**src/rtl/instr_exec_sequencer_if.sv**
```systemverilog
// Instruction-register read port and result stream shared by the
// execution sequencer (master) and its environment (slave).
interface instr_exec_sequencer_if #(
  parameter int OP_W   = 32,
  parameter int RES_W  = 64,
  parameter int ADDR_W = 5
);
  typedef struct packed {
    logic [3:0]       opc;
    logic [OP_W-1:0]  op_a;
    logic [OP_W-1:0]  op_b;
    logic [RES_W-1:0] rezultat;
  } instruction_t;

  logic [ADDR_W-1:0]       read_pointer;
  instruction_t            instruction_word;
  logic                    res_valid;
  logic                    res_ready;
  logic [ADDR_W-1:0]       res_addr;
  logic [3:0]              res_opcode;
  logic signed [RES_W-1:0] res_value;
  logic                    res_div_zero;

  modport master (
    output read_pointer, input instruction_word,
    output res_valid, input res_ready,
    output res_addr, res_opcode, res_value, res_div_zero
  );

  modport slave (
    input read_pointer, output instruction_word,
    input res_valid, output res_ready,
    input res_addr, res_opcode, res_value, res_div_zero
  );
endinterface

```
**src/rtl/instr_exec_sequencer.sv**
```systemverilog
// Walks an address window of the instruction register, executes each entry
// (single-cycle ALU or 32-step restoring divider) and streams the results.
module instr_exec_sequencer #(
  parameter int OP_W   = 32,
  parameter int RES_W  = 64,
  parameter int ADDR_W = 5
) (
  input  logic                  clk,
  input  logic                  reset_n,
  input  logic                  start,
  input  logic [ADDR_W-1:0]     start_addr,
  input  logic [ADDR_W:0]       count,
  instr_exec_sequencer_if.master bus,
  output logic                  busy,
  output logic                  done
);
  localparam int STEP_W = $clog2(OP_W);
  localparam logic [STEP_W-1:0] LAST_STEP = STEP_W'(OP_W - 1);

  typedef enum logic [2:0] {S_IDLE, S_ADDR, S_CAPT, S_EXEC, S_DIVIDE, S_OUT, S_FIN} state_t;
  state_t state_reg, state_next;

  logic [ADDR_W:0]         remaining_reg;
  logic [ADDR_W-1:0]       read_pointer_reg, res_addr_reg;
  logic [3:0]              opc_reg;
  logic signed [OP_W-1:0]  op_a_reg, op_b_reg;
  logic signed [RES_W-1:0] res_value_reg;
  logic                    res_div_zero_reg;
  logic [OP_W-1:0]         quo_reg, dsor_reg;
  logic [OP_W:0]           rem_reg;
  logic [STEP_W-1:0]       step_reg;
  logic                    neg_quo_reg, neg_rem_reg;

  logic signed [RES_W-1:0] a_ext, b_ext, alu_result;
  logic                    alu_dz, go_divide;
  logic [OP_W-1:0]         abs_a, abs_b, quo_step;
  logic [OP_W:0]           rem_shift, rem_trial, rem_step;
  logic [RES_W-1:0]        quo_ext, rem_ext, div_result;

  always_comb begin
    a_ext      = {{(RES_W-OP_W){op_a_reg[OP_W-1]}}, op_a_reg};
    b_ext      = {{(RES_W-OP_W){op_b_reg[OP_W-1]}}, op_b_reg};
    alu_result = '0;
    alu_dz     = 1'b0;
    go_divide  = 1'b0;
    case (opc_reg)
      4'd0: alu_result = '0;
      4'd1: alu_result = a_ext;
      4'd2: alu_result = b_ext;
      4'd3: alu_result = a_ext + b_ext;
      4'd4: alu_result = a_ext - b_ext;
      4'd5: alu_result = a_ext * b_ext;
      4'd6, 4'd7: begin
        alu_dz    = (op_b_reg == '0);
        go_divide = (op_b_reg != '0);
      end
      default: alu_dz = 1'b1;
    endcase
    abs_a = op_a_reg[OP_W-1] ? -op_a_reg : op_a_reg;
    abs_b = op_b_reg[OP_W-1] ? -op_b_reg : op_b_reg;
  end

  // One restoring step on magnitudes; signs are reapplied on the final step.
  always_comb begin
    rem_shift = {rem_reg[OP_W-1:0], quo_reg[OP_W-1]};
    rem_trial = rem_shift - {1'b0, dsor_reg};
    if (!rem_trial[OP_W]) begin
      rem_step = rem_trial;
      quo_step = {quo_reg[OP_W-2:0], 1'b1};
    end else begin
      rem_step = rem_shift;
      quo_step = {quo_reg[OP_W-2:0], 1'b0};
    end
    quo_ext = {{(RES_W-OP_W){1'b0}}, quo_step};
    rem_ext = {{(RES_W-OP_W-1){1'b0}}, rem_step};
    if (opc_reg[0]) div_result = neg_rem_reg ? -rem_ext : rem_ext;
    else            div_result = neg_quo_reg ? -quo_ext : quo_ext;
  end

  always_ff @(posedge clk or negedge reset_n) begin
    if (!reset_n) state_reg <= S_IDLE;
    else          state_reg <= state_next;
  end

  always_comb begin
    state_next = state_reg;
    case (state_reg)
      S_IDLE:   if (start) state_next = (count != '0) ? S_ADDR : S_FIN;
      S_ADDR:   state_next = S_CAPT;
      S_CAPT:   state_next = S_EXEC;
      S_EXEC:   state_next = go_divide ? S_DIVIDE : S_OUT;
      S_DIVIDE: if (step_reg == LAST_STEP) state_next = S_OUT;
      S_OUT:    if (bus.res_ready) state_next = (remaining_reg == (ADDR_W+1)'(1)) ? S_FIN : S_ADDR;
      S_FIN:    state_next = S_IDLE;
      default:  state_next = S_IDLE;
    endcase
  end

  always_ff @(posedge clk or negedge reset_n) begin
    if (!reset_n) begin
      remaining_reg    <= '0;
      read_pointer_reg <= '0;
      res_addr_reg     <= '0;
      opc_reg          <= '0;
      op_a_reg         <= '0;
      op_b_reg         <= '0;
      res_value_reg    <= '0;
      res_div_zero_reg <= 1'b0;
      quo_reg          <= '0;
      dsor_reg         <= '0;
      rem_reg          <= '0;
      step_reg         <= '0;
      neg_quo_reg      <= 1'b0;
      neg_rem_reg      <= 1'b0;
    end else begin
      case (state_reg)
        S_IDLE: if (start && count != '0) begin
          remaining_reg    <= count;
          read_pointer_reg <= start_addr;
        end
        S_CAPT: begin
          opc_reg      <= bus.instruction_word.opc;
          op_a_reg     <= bus.instruction_word.op_a;
          op_b_reg     <= bus.instruction_word.op_b;
          res_addr_reg <= read_pointer_reg;
        end
        S_EXEC: begin
          res_value_reg    <= alu_result;
          res_div_zero_reg <= alu_dz;
          quo_reg          <= abs_a;
          dsor_reg         <= abs_b;
          rem_reg          <= '0;
          step_reg         <= '0;
          neg_quo_reg      <= op_a_reg[OP_W-1] ^ op_b_reg[OP_W-1];
          neg_rem_reg      <= op_a_reg[OP_W-1];
        end
        S_DIVIDE: begin
          quo_reg  <= quo_step;
          rem_reg  <= rem_step;
          step_reg <= step_reg + STEP_W'(1);
          if (step_reg == LAST_STEP) res_value_reg <= div_result;
        end
        S_OUT: if (bus.res_ready) begin
          remaining_reg <= remaining_reg - (ADDR_W+1)'(1);
          if (remaining_reg != (ADDR_W+1)'(1)) read_pointer_reg <= read_pointer_reg + ADDR_W'(1);
        end
        default: ;
      endcase
    end
  end

  assign bus.read_pointer = read_pointer_reg;
  assign bus.res_valid    = (state_reg == S_OUT);
  assign bus.res_addr     = res_addr_reg;
  assign bus.res_opcode   = opc_reg;
  assign bus.res_value    = res_value_reg;
  assign bus.res_div_zero = res_div_zero_reg;
  assign busy             = (state_reg != S_IDLE);
  assign done             = (state_reg == S_FIN);
endmodule

```
**src/flat_wrapper.sv**
```systemverilog
// flat-port wrapper written by rule: the top's interface ports become plain ports
module instr_exec_sequencer_flat 
#(
  parameter int OP_W   = 32,
  parameter int RES_W  = 64,
  parameter int ADDR_W = 5
)
  (clk, reset_n, start, start_addr, count, busy, done, bus_read_pointer, bus_instruction_word, bus_res_valid, bus_res_ready, bus_res_addr, bus_res_opcode, bus_res_value, bus_res_div_zero);
  instr_exec_sequencer_if #(.OP_W(OP_W), .RES_W(RES_W), .ADDR_W(ADDR_W)) bus_i ();
  input  logic clk;
  input  logic reset_n;
  input  logic start;
  input  logic [ADDR_W-1:0] start_addr;
  input  logic [ADDR_W:0] count;
  output logic busy;
  output logic done;
  output wire logic [$bits(bus_i.read_pointer)-1:0] bus_read_pointer;
  input wire logic [$bits(bus_i.instruction_word)-1:0] bus_instruction_word;
  output wire logic [$bits(bus_i.res_valid)-1:0] bus_res_valid;
  input wire logic [$bits(bus_i.res_ready)-1:0] bus_res_ready;
  output wire logic [$bits(bus_i.res_addr)-1:0] bus_res_addr;
  output wire logic [$bits(bus_i.res_opcode)-1:0] bus_res_opcode;
  output wire logic [$bits(bus_i.res_value)-1:0] bus_res_value;
  output wire logic [$bits(bus_i.res_div_zero)-1:0] bus_res_div_zero;
  assign bus_read_pointer = bus_i.read_pointer;
  assign bus_i.instruction_word = bus_instruction_word;
  assign bus_res_valid = bus_i.res_valid;
  assign bus_i.res_ready = bus_res_ready;
  assign bus_res_addr = bus_i.res_addr;
  assign bus_res_opcode = bus_i.res_opcode;
  assign bus_res_value = bus_i.res_value;
  assign bus_res_div_zero = bus_i.res_div_zero;
  instr_exec_sequencer #(.OP_W(OP_W), .RES_W(RES_W), .ADDR_W(ADDR_W)) u_core (.clk(clk), .reset_n(reset_n), .start(start), .start_addr(start_addr), .count(count), .bus(bus_i), .busy(busy), .done(done));
endmodule
```
**config.mk**
```make
export PLATFORM = sky130hd
export DESIGN_NAME = instr_exec_sequencer_flat
export DESIGN_NICKNAME = d
export VERILOG_FILES = /design/src/rtl/instr_exec_sequencer_if.sv /design/src/rtl/instr_exec_sequencer.sv /design/src/flat_wrapper.sv
export SDC_FILE = /design/constraint.sdc
export NUM_CORES = 2
export LEC_CHECK = 0
export CAP_MARGIN = 20
export CORE_MARGIN = 5
export CORE_UTILIZATION = 65
export DETAILED_ROUTE_END_ITERATION = 10
export HOLD_SLACK_MARGIN = 0.03
export PLACE_DENSITY = 0.84
export RECOVER_POWER = 100
export SYNTH_ARGS = -nofsm -noshare
export SYNTH_HDL_FRONTEND = slang
export SYNTH_SLANG_ARGS = --single-unit
```
**constraint.sdc**
```tcl
create_clock -name clk -period 9.6 [get_ports clk]
set_input_delay 2.88 -clock clk [delete_from_list [all_inputs] [get_ports clk]]
set_output_delay 2.88 -clock clk [all_outputs]
set_load 0.005 [all_outputs]
```
==> run_results.csv <==
group,metric,value,unit
final_layout,stdcell_count,7540,
timing,finalSetupViolCount,0,
route,wire_per_inst,24.4,µm
clock_tree,clk_pin_slew_worst_paths,0.07,ns
global_route,grt_pass1_vias,50400,
setup_path,worstSetupPathType,"reg -> reg",
route,drt_wl_total,184000,µm
synth,synth_edf_count,0,
synth,synthCells,6421,
timing,rsz0062_at_grt,"false",
global_route,antenna_found_initial,9,
global_route,grt_max_degree,86,
synth,synth-simple-area-share,16.7,%
setup_path,cp_max_fo,18,
final_layout,layout-drive-gt1-share,4.54,%
synth,synth_mux_area_share,1.10,%
place,io_buffers,164,
final_layout,nFillCells,6552,
setup_path,crit_required,10.14,ns
synth,ys_types,110,
timing,slew_headroom,-233,%
place,placed_area,0.0592,mm²
synth,synthAdderAreaFrac,44.9,%
global_route,grt_overflow,0,
clock_tree,cts-buffers-inserted,29,
outcome,status,"complete, but fails checks",
setup_path,ff2ff_path_depth,25,
clock_tree,ctsHoldBuffers,0,
setup_path,startpoint_type,"flop",
timing,hold_viol,0,
final_layout,largest_reg_flops,64,
place,place.gp.congestion,1.08,
min_path,hold_depth,2,
timing,tns,0,ns
synth,syn-num-nets,7945,
run,maxCapViolations,10,
floorplan,core_area,0.0865,mm²
timing,finalCriticalPeriod,9.24,ns
global_route,grt_pass1_wl,288000,µm
setup_path,crit_arrival,9.78,ns
outcome,violations,"capacitance limit, slew limit",
timing,maxSlewViolCount,524,
route,ant_nets,0,
synth,synthFlopType,"dfrtp_1",
synth,synth_top_area_share,38.5,%
floorplan,start_util,65.3,%
place,dp.cells,7483,
global_route,grt_util_all_layers,39.6,%
synth,synth_warnings,0,
final_layout,syn_to_final_growth,6.43,%
synth,syn_area_per_cell,8.79,µm²
route,drtIter0Drc,5506,
synth,ys_top_cells_by_area,"fa_1, dfrtp_1, inv_1",
synth,synth_area,0.0565,mm²
synth,ys_ff_latch,255,
timing,fmax,0.108,GHz
timing,finalCritPeriodShare,96.3,%
final_layout,fin_area,0.0601,mm²
route,drc,0,
floorplan,ioPinCount,229,
synth,synth_xor_area_share,2.90,%
setup_path,critPathCaptureType,"flop",
route,via_per_inst,6.39,
timing,worst_pin_slew,5.00,ns
clock_tree,cts_tree,"done",
floorplan,die_area,0.0929,mm²
synth,synth_top_family_by_area,"adder cells",
place,dp_hpwl,145000,µm
final_layout,fin_nets,7884,
floorplan,die_y,305,µm
synth,yosysTopAreaCell,"fa_1",
floorplan,die_w,305,µm
synth,synth_compound_area_share,13.0,%
floorplan,num_rows,108,
route,first_pass_iters,10,
synth,yosysSeqAreaShare,11.3,%
route,vias,48200,
clock_tree,root_buffer,"clkbuf_16",
synth,async_reset_ff_share,100,%
clock_tree,insertion_delay,0.63,ns
min_path,hold_path.class,"reg -> reg",
clock_tree,cts_sinks,255,
timing,skew,0.0271,ns
clock_tree,htree_levels,1,
clock_tree,cts.path.max_buffers,3,
[through the flow]
step | hold slack (ns) | setup WS (ns) | util [%]
floorplan | 0.443 | 1.05 | -
global placement | 0.451 | 0.625 | 68.5
detailed placement | 0.470 | 0.472 | 68.5
CTS | 0.484 | 0.434 | 69.6
global route | 0.496 | 0.194 | 69.5
finish | 0.473 | 0.359 | 69.5
[placed cells by master, fill, tap and decap left out, types with 33 or more instances in the layout]
cell type	n
xor2_1	61
a31oi_1	40
inv_1	1075
nor2_1	302
a22oi_1	47
xnor2_1	126
nor2b_1	33
nand2_1	796
o31ai_1	40
ha_1	292
dlygate4sd3_1	83
nand4_1	35
fa_1	1085
a21o_1	58
and2_1	443
buf_4	135
a21oi_1	247
clkdlybuf4s50_1	80
mux2_2	36
nor3_1	60
o21ai_0	319
nand2b_1	36
dfrtp_1	252
nand3_1	67
[worst paths after layout]
kind,startpoint,endpoint,slack (ns)
worst min register to register,u_core.bus.res_value[9]$_DFFE_PN0P_,u_core.bus.res_value[9]$_DFFE_PN0P_,0.47
max in group asynchronous,reset_n,u_core.op_b_reg[27]$_DFFE_PN0P_,1.81
worst min-delay path,u_core.bus.res_value[9]$_DFFE_PN0P_,u_core.bus.res_value[9]$_DFFE_PN0P_,0.47
min in group asynchronous,reset_n,u_core.remaining_reg[2]$_DFFE_PN0P_,4.02
worst max-delay path,u_core.op_b_reg[31]$_DFFE_PN0P_,u_core.bus.res_value[56]$_DFFE_PN0P_,0.36
worst max register to register,u_core.op_b_reg[31]$_DFFE_PN0P_,u_core.bus.res_value[56]$_DFFE_PN0P_,0.36
[kinds of logic after synthesis]
kind of cell               Yosys count
adders and majority gates         1377
and+or+nand+nor                   1933
DFF                                255
xor gates and xnor gates           187
buffers and inverters             1496
muxes                               56
AOI/OAI and AO/OA                 1117
[cell type report]
type                            count  area [µm²]  share of cell area, %
Clock inverter                     18         211                  0.352
Clock buffer                       36         812                   1.35
Timing Repair Buffer              319        2770                   4.61
Tap cell                         1155        1450                   2.40
Antenna cell                        2        5.00                0.00833
Multi-Input combinational cell   4670       44400                   73.9
Inverter                         1085        4070                   6.78
Sequential cell                   255        6380                   10.6
[critical path: stages (launching register included)]
cell and delay (ns):
dfrtp_1 0.55, inv_1 0.70, clkbuf_1 0.90, nor2_1 0.15, fa_1 0.55, fa_1 0.44, fa_1 0.55, fa_1 0.48
fa_1 0.53, fa_1 0.43, fa_1 0.53, fa_1 0.46, ha_1 0.32, buf_4 0.17, a21oi_1 0.35, o21ai_0 0.33
a31oi_1 0.24, o21ai_0 0.09, a21oi_1 0.12, a21bo_1 0.26, a21oi_1 0.20, clkbuf_1 0.21, o21ai_0 0.12, xnor2_1 0.21
nand2_1 0.09, a21oi_1 0.18
[repair_timing]
item,CTS,global route
gates resized for setup,0,1
setup endpoints to repair,0,1
buffers inserted,0,0
[metal layers]
layer	vias up	share of wire [%]	wire (µm)	global-route usage, %
li1	20300	-	-	-
met1	23900	35	63800	49.6
met2	3204	45	82200	62.0
met3	882	12	22200	10.7
met4	12	8.4	15400	24.3
met5	-	0.039	72	0
[synth_stat cells, types with 36 or more instances]
master and instances:
fa_1 1085, a21oi_1 248, nand2_1 797, inv_1 1075, clkbuf_1 357, a21o_1 58, mux2_2 37, o31ai_1 40
nor2_1 302, and2_1 443, xor2_1 61, o21ai_0 314, dfrtp_1 255, ha_1 292, nand3_1 67, a31oi_1 39
a22oi_1 47, nand2b_1 36, nor3_1 61, xnor2_1 126
Power is left out: the tool's default activity adds up to more than one toggle a clock period on the data nets, which glitch-free logic cannot reach.
